## src/rtl/alu_cmd_ctrl.sv

```systemverilog
`default_nettype none
// ============================================================================
// Module   : alu_cmd_ctrl
// Brief    : Builds (cmd, A, B) frames from the RX byte stream, fires the ALU,
//            returns the 16-bit result to TX low byte first.
//            Optional macro ALU_TIMEOUT_EN adds an ALU_WAIT watchdog with Err.
// Revision : 1.0 - initial release
// ============================================================================
module alu_cmd_ctrl #(
  parameter int         DATA_WIDTH = 8,
  parameter int         OUT_WIDTH  = 2 * DATA_WIDTH,
  parameter logic [3:0] HDR        = 4'hA,
  parameter int         TIMEOUT    = 32
) (
  input  logic                  CLK,
  input  logic                  RST,
  input  logic [DATA_WIDTH-1:0] RX_P_DATA,
  input  logic                  RX_D_VLD,
  output logic [DATA_WIDTH-1:0] ALU_A,
  output logic [DATA_WIDTH-1:0] ALU_B,
  output logic [3:0]            ALU_FUN,
  output logic                  ALU_EN,
  input  logic [OUT_WIDTH-1:0]  ALU_OUT,
  input  logic                  ALU_Valid,
  output logic [DATA_WIDTH-1:0] TX_P_DATA,
  output logic                  TX_D_VLD,
  input  logic                  TX_Busy,
  output logic                  Busy,
  output logic                  Err
);

  typedef enum logic [2:0] {
    IDLE     = 3'd0,
    GET_A    = 3'd1,
    GET_B    = 3'd2,
    ALU_GO   = 3'd3,
    ALU_WAIT = 3'd4,
    TX_LO    = 3'd5,
    TX_HI    = 3'd6
  } state_t;

  if (OUT_WIDTH != 2 * DATA_WIDTH || TIMEOUT < 1 || TIMEOUT > 63) begin : g_bad_param
    $error("alu_cmd_ctrl: OUT_WIDTH must be 2*DATA_WIDTH and TIMEOUT in 1..63");
  end

  state_t                r_state;
  state_t                w_next;
  logic [DATA_WIDTH-1:0] r_alu_a;
  logic [DATA_WIDTH-1:0] r_alu_b;
  logic [3:0]            r_alu_fun;
  logic [OUT_WIDTH-1:0]  r_res;
  logic [DATA_WIDTH-1:0] r_tx_data;
  logic                  r_tx_vld;
  logic                  w_ld_fun;
  logic                  w_ld_a;
  logic                  w_ld_b;
  logic                  w_ld_res;
  logic                  w_tx_set;
  logic                  w_tx_clr;

`ifdef ALU_TIMEOUT_EN
  localparam logic [5:0] C_TERM = 6'(TIMEOUT - 1);
  logic [5:0] r_wait_cnt;
  logic       r_err;
  logic       w_timeout;
`endif

  always_ff @(posedge CLK or posedge RST) begin
    if (RST) r_state <= IDLE;
    else     r_state <= w_next;
  end

  always_comb begin
    w_next   = r_state;
    w_ld_fun = 1'b0;
    w_ld_a   = 1'b0;
    w_ld_b   = 1'b0;
    w_ld_res = 1'b0;
    w_tx_set = 1'b0;
    w_tx_clr = 1'b0;
`ifdef ALU_TIMEOUT_EN
    w_timeout = 1'b0;
`endif
    case (r_state)
      IDLE: begin
        // Bytes without the header nibble are silently discarded.
        if (RX_D_VLD && RX_P_DATA[DATA_WIDTH-1 -: 4] == HDR) begin
          w_ld_fun = 1'b1;
          w_next   = GET_A;
        end
      end
      GET_A: begin
        if (RX_D_VLD) begin
          w_ld_a = 1'b1;
          w_next = GET_B;
        end
      end
      GET_B: begin
        if (RX_D_VLD) begin
          w_ld_b = 1'b1;
          w_next = ALU_GO;
        end
      end
      ALU_GO: w_next = ALU_WAIT;
      ALU_WAIT: begin
        // A valid result on the terminal count takes priority over the timeout.
        if (ALU_Valid) begin
          w_ld_res = 1'b1;
          w_next   = TX_LO;
        end
`ifdef ALU_TIMEOUT_EN
        else if (r_wait_cnt == C_TERM) begin
          w_timeout = 1'b1;
          w_next    = IDLE;
        end
`endif
      end
      TX_LO, TX_HI: begin
        // Present only once TX is idle; TX_Busy seen high while presenting means accepted.
        if (!r_tx_vld) begin
          w_tx_set = !TX_Busy;
        end else if (TX_Busy) begin
          w_tx_clr = 1'b1;
          w_next   = (r_state == TX_LO) ? TX_HI : IDLE;
        end
      end
      default: w_next = IDLE;
    endcase
  end

  always_ff @(posedge CLK or posedge RST) begin
    if (RST) begin
      r_alu_a   <= '0;
      r_alu_b   <= '0;
      r_alu_fun <= '0;
      r_res     <= '0;
      r_tx_data <= '0;
      r_tx_vld  <= 1'b0;
    end else begin
      if (w_ld_fun) r_alu_fun <= RX_P_DATA[3:0];
      if (w_ld_a)   r_alu_a   <= RX_P_DATA;
      if (w_ld_b)   r_alu_b   <= RX_P_DATA;
      if (w_ld_res) r_res     <= ALU_OUT;
      if (w_tx_set) begin
        r_tx_vld  <= 1'b1;
        r_tx_data <= (r_state == TX_LO) ? r_res[DATA_WIDTH-1:0]
                                        : r_res[OUT_WIDTH-1:DATA_WIDTH];
      end else if (w_tx_clr) begin
        r_tx_vld <= 1'b0;
      end
    end
  end

`ifdef ALU_TIMEOUT_EN
  always_ff @(posedge CLK or posedge RST) begin
    if (RST) begin
      r_wait_cnt <= '0;
      r_err      <= 1'b0;
    end else begin
      r_wait_cnt <= (r_state == ALU_WAIT) ? r_wait_cnt + 6'd1 : 6'd0;
      r_err      <= w_timeout;
    end
  end

  assign Err = r_err;
`else
  assign Err = 1'b0;
`endif

  assign ALU_A     = r_alu_a;
  assign ALU_B     = r_alu_b;
  assign ALU_FUN   = r_alu_fun;
  assign ALU_EN    = (r_state == ALU_GO);
  assign TX_P_DATA = r_tx_data;
  assign TX_D_VLD  = r_tx_vld;
  assign Busy      = (r_state != IDLE);

endmodule
`default_nettype wire

```

## config.mk

```make
export PLATFORM = sky130hd
export DESIGN_NAME = alu_cmd_ctrl
export DESIGN_NICKNAME = d
export VERILOG_FILES = /design/src/rtl/alu_cmd_ctrl.sv
export SDC_FILE = /design/constraint.sdc
export NUM_CORES = 1
export LEC_CHECK = 0
export ABC_AREA = 1
export CORE_UTILIZATION = 47
export CTS_CLUSTER_SIZE = 28
export DETAILED_ROUTE_END_ITERATION = 10
export HOLD_SLACK_MARGIN = 0.12
export PLACE_DENSITY = 0.84
export SLEW_MARGIN = 30
export SYNTH_ARGS = -nofsm -noshare
export SYNTH_HDL_FRONTEND = slang
export SYNTH_SLANG_ARGS = --single-unit
```

## constraint.sdc

```tcl
create_clock -name CLK -period 1.8 [get_ports CLK]
set_clock_uncertainty 0.15 [all_clocks]
set_input_delay 0.36 -clock CLK [delete_from_list [all_inputs] [get_ports CLK]]
set_output_delay 0.36 -clock CLK [all_outputs]
set_load 0.01 [all_outputs]
```

==> results.json <==
{
  "final_nets": 318,
  "final_max_slew_viol_count": 0,
  "num_antenna_cells": 0,
  "synth.yosys.seq_area_share_pct": 55.9,
  "grt_pass1_wl_mm": 7.95,
  "fin_ws_ns": 0.0490,
  "dr.pass1.iters": 4,
  "path_max_fanout": 3,
  "synth_seq_cells": 48,
  "syn-cell-area_um2": 2150,
  "ant_nets": 0,
  "finalSetupViolations": 0,
  "crit_required_ns": 1.29,
  "core_um2": 4380,
  "min_period_over_period_pct": 97.3,
  "critPathLaunchType": "flip-flop",
  "finalCriticalPeriod_ns": 1.75,
  "async_flop_share_pct": 100,
  "drive_above_1_share_pct": 16.6,
  "rsz0062_at_grt": "false",
  "layout_commonest_cell": "clkdlybuf4s50_1",
  "reg2reg_slack_ns": 0.15,
  "instances_no_fill": 341,
  "clk_latency_ns": 0.30,
  "grt_max_degree": 49,
  "dr_total_vias": 1685,
  "wl_mm": 4.69,
  "numCtsBuffers": 5,
  "die_w_um": 69.6,
  "die-area_um2": 4840,
  "first_iter_violations": 112,
  "timing_hold_violations_final": 0,
  "cap_viol_max_count": 0,
  "syn_nets": 247,
  "nFillCells": 335,
  "cts_tree": "done",
  "port_buffers": 59,
  "grt-ovfl-total": 0,
  "irDropWorstVdd_v": 0.000769,
  "clock-sinks": 48,
  "htreeDepth": 2,
  "grt_use_total_pct": 21.0,
  "multi_input_area_um2": 803,
  "cts_max_path_buffers": 2,
  "routedWlPerCell_um": 13.7,
  "p_total_mw": 5.33,
  "clk_pin_slew_ns": 0.09,
  "viasPerCell": 4.94,
  "mostFrequentLayoutCells": "clkdlybuf4s50_1, nand2_1, dfrtp_1",
  "grt_pass1_vias": 1694,
  "synth_edf_count": 0,
  "syn_to_final_growth_pct": 40.8,
  "crit_arrival_ns": 1.24,
  "cts_root_buffer": "clkbuf_8",
  "p_leak_nw": 1.45,
  "drcViolationCount": 0,
  "dpl.hpwl_mm": 3.41,
  "place.gp.congestion": 0.860,
  "dieHeight_um": 69.6,
  "ios": 61,
  "fmax_mhz": 571,
  "regArea_um2": 1200,
  "avgSynthCellArea_um2": 9.85,
  "yosysUniqueCellTypes": 24,
  "antenna_found_initial": 0,
  "p_per_area_nw_per_um2": 1760,
  "yosys_warnings": 0,
  "ys.flop_type": "dfrtp_1",
  "place_worst_setup_slack_ns": -0.0481,
  "critPathCaptureType": "output port",
  "worstSetupPathType": "flip-flop to output port",
  "post-place-cells": 333,
  "synthCells": 218,
  "holdCritPathClass": "input port to async pin",
  "rows": 24,
  "initial_core_util_pct": 49.0,
  "status": "finished clean"
}
## synth_stat cells (2+ instances only)
master	n	share of area [%]
clkbuf_1	2	0.35
nand2_1	57	10
buf_6	3	1.6
o21ai_1	16	3.7
nand3_1	15	3.5
nor2_2	2	0.58
mux2_4	10	7.0
buf_2	2	0.47
o21ai_0	15	3.5
dfrtp_1	48	56
inv_1	23	4.0
nor2_1	7	1.2
nand2_2	2	0.58
mux2_2	6	3.1
## logic make-up after synthesis
| group | synth area share [%] |
|---|---|
| flip-flops | 55.9 |
| multiplexers | 10.1 |
| AND/OR/NAND/NOR | 19.5 |
| other | 0.175 |
| buffers and inverters | 6.76 |
| AO/OA/AOI/OAI | 7.46 |
## path summary, 6_finish.rpt
kind	startpoint	to	cells after the start
setup / recovery	r_state[0]	Busy	3
hold / removal	RST	r_state[0]	3
setup reg to reg	r_state[0]	r_state[1]	9
hold reg to reg	ALU_B[3]	ALU_B[3]	2
max in group asynchronous	RST	r_state[1]	3
min in group CLK	ALU_B[3]	ALU_B[3]	2
## flip-flops by register name, indices dropped and copies added, names as in the netlist
signal and count:
r_state 3, ALU_FUN 4, ALU_A 8, TX_P_DATA 8, r_res 16, TX_D_VLD 1
ALU_B 8
## area by class of cell
cell class	count	area share, %
timing repair buffer	72	24.3
sequential	48	39.8
tap	52	2.15
clock inverter	2	1.99
multi-input combinational	139	26.6
inverter	23	2.86
clock buffer	5	2.28
## critical path, cell delays in order (launching register included)
cell           delay (ns)
dfrtp_2              0.45
nor2_4               0.11
nand2_1              0.08
dlygate4sd2_1        0.30
## power breakdown
group	internal [mW]	switching (mW)	leakage, nW
Combinational	1.34	1.18	0.796
Sequential	1.61	0.313	0.590
Clock	0.547	0.341	0.0642
## per-layer routing
metal | global-route usage (%) | part of all wire, % | vias to the layer above
li1 | - | - | 838
met1 | 27.9 | 43 | 797
met2 | 34.6 | 52 | 40
met3 | 2.47 | 2.9 | 10
met4 | 9.75 | 1.9 | 0
met5 | 0 | 0 | -
## repair_timing
action                     CTS  global route
setup endpoints to repair    3             9
resized for setup            2             3
buffers inserted             1             0
hold buffers                 0             0
## through the flow
step / TNS, ns / instance area, um^2 / util, % / hold slack (ns)
3_3_place_gp: 0 / 2880 / 65.8 / 0.318
2_1_floorplan: 0 / 2150 / - / 0.330
5_1_grt: 0 / 3020 / 68.9 / 0.280
3_5_place_dp: -0.224 / 2880 / 65.8 / 0.323
6_report: 0 / 3020 / 68.9 / 0.266
4_1_cts: 0 / 3020 / 68.8 / 0.275
Note: power is estimated with default switching activity, not from simulation.
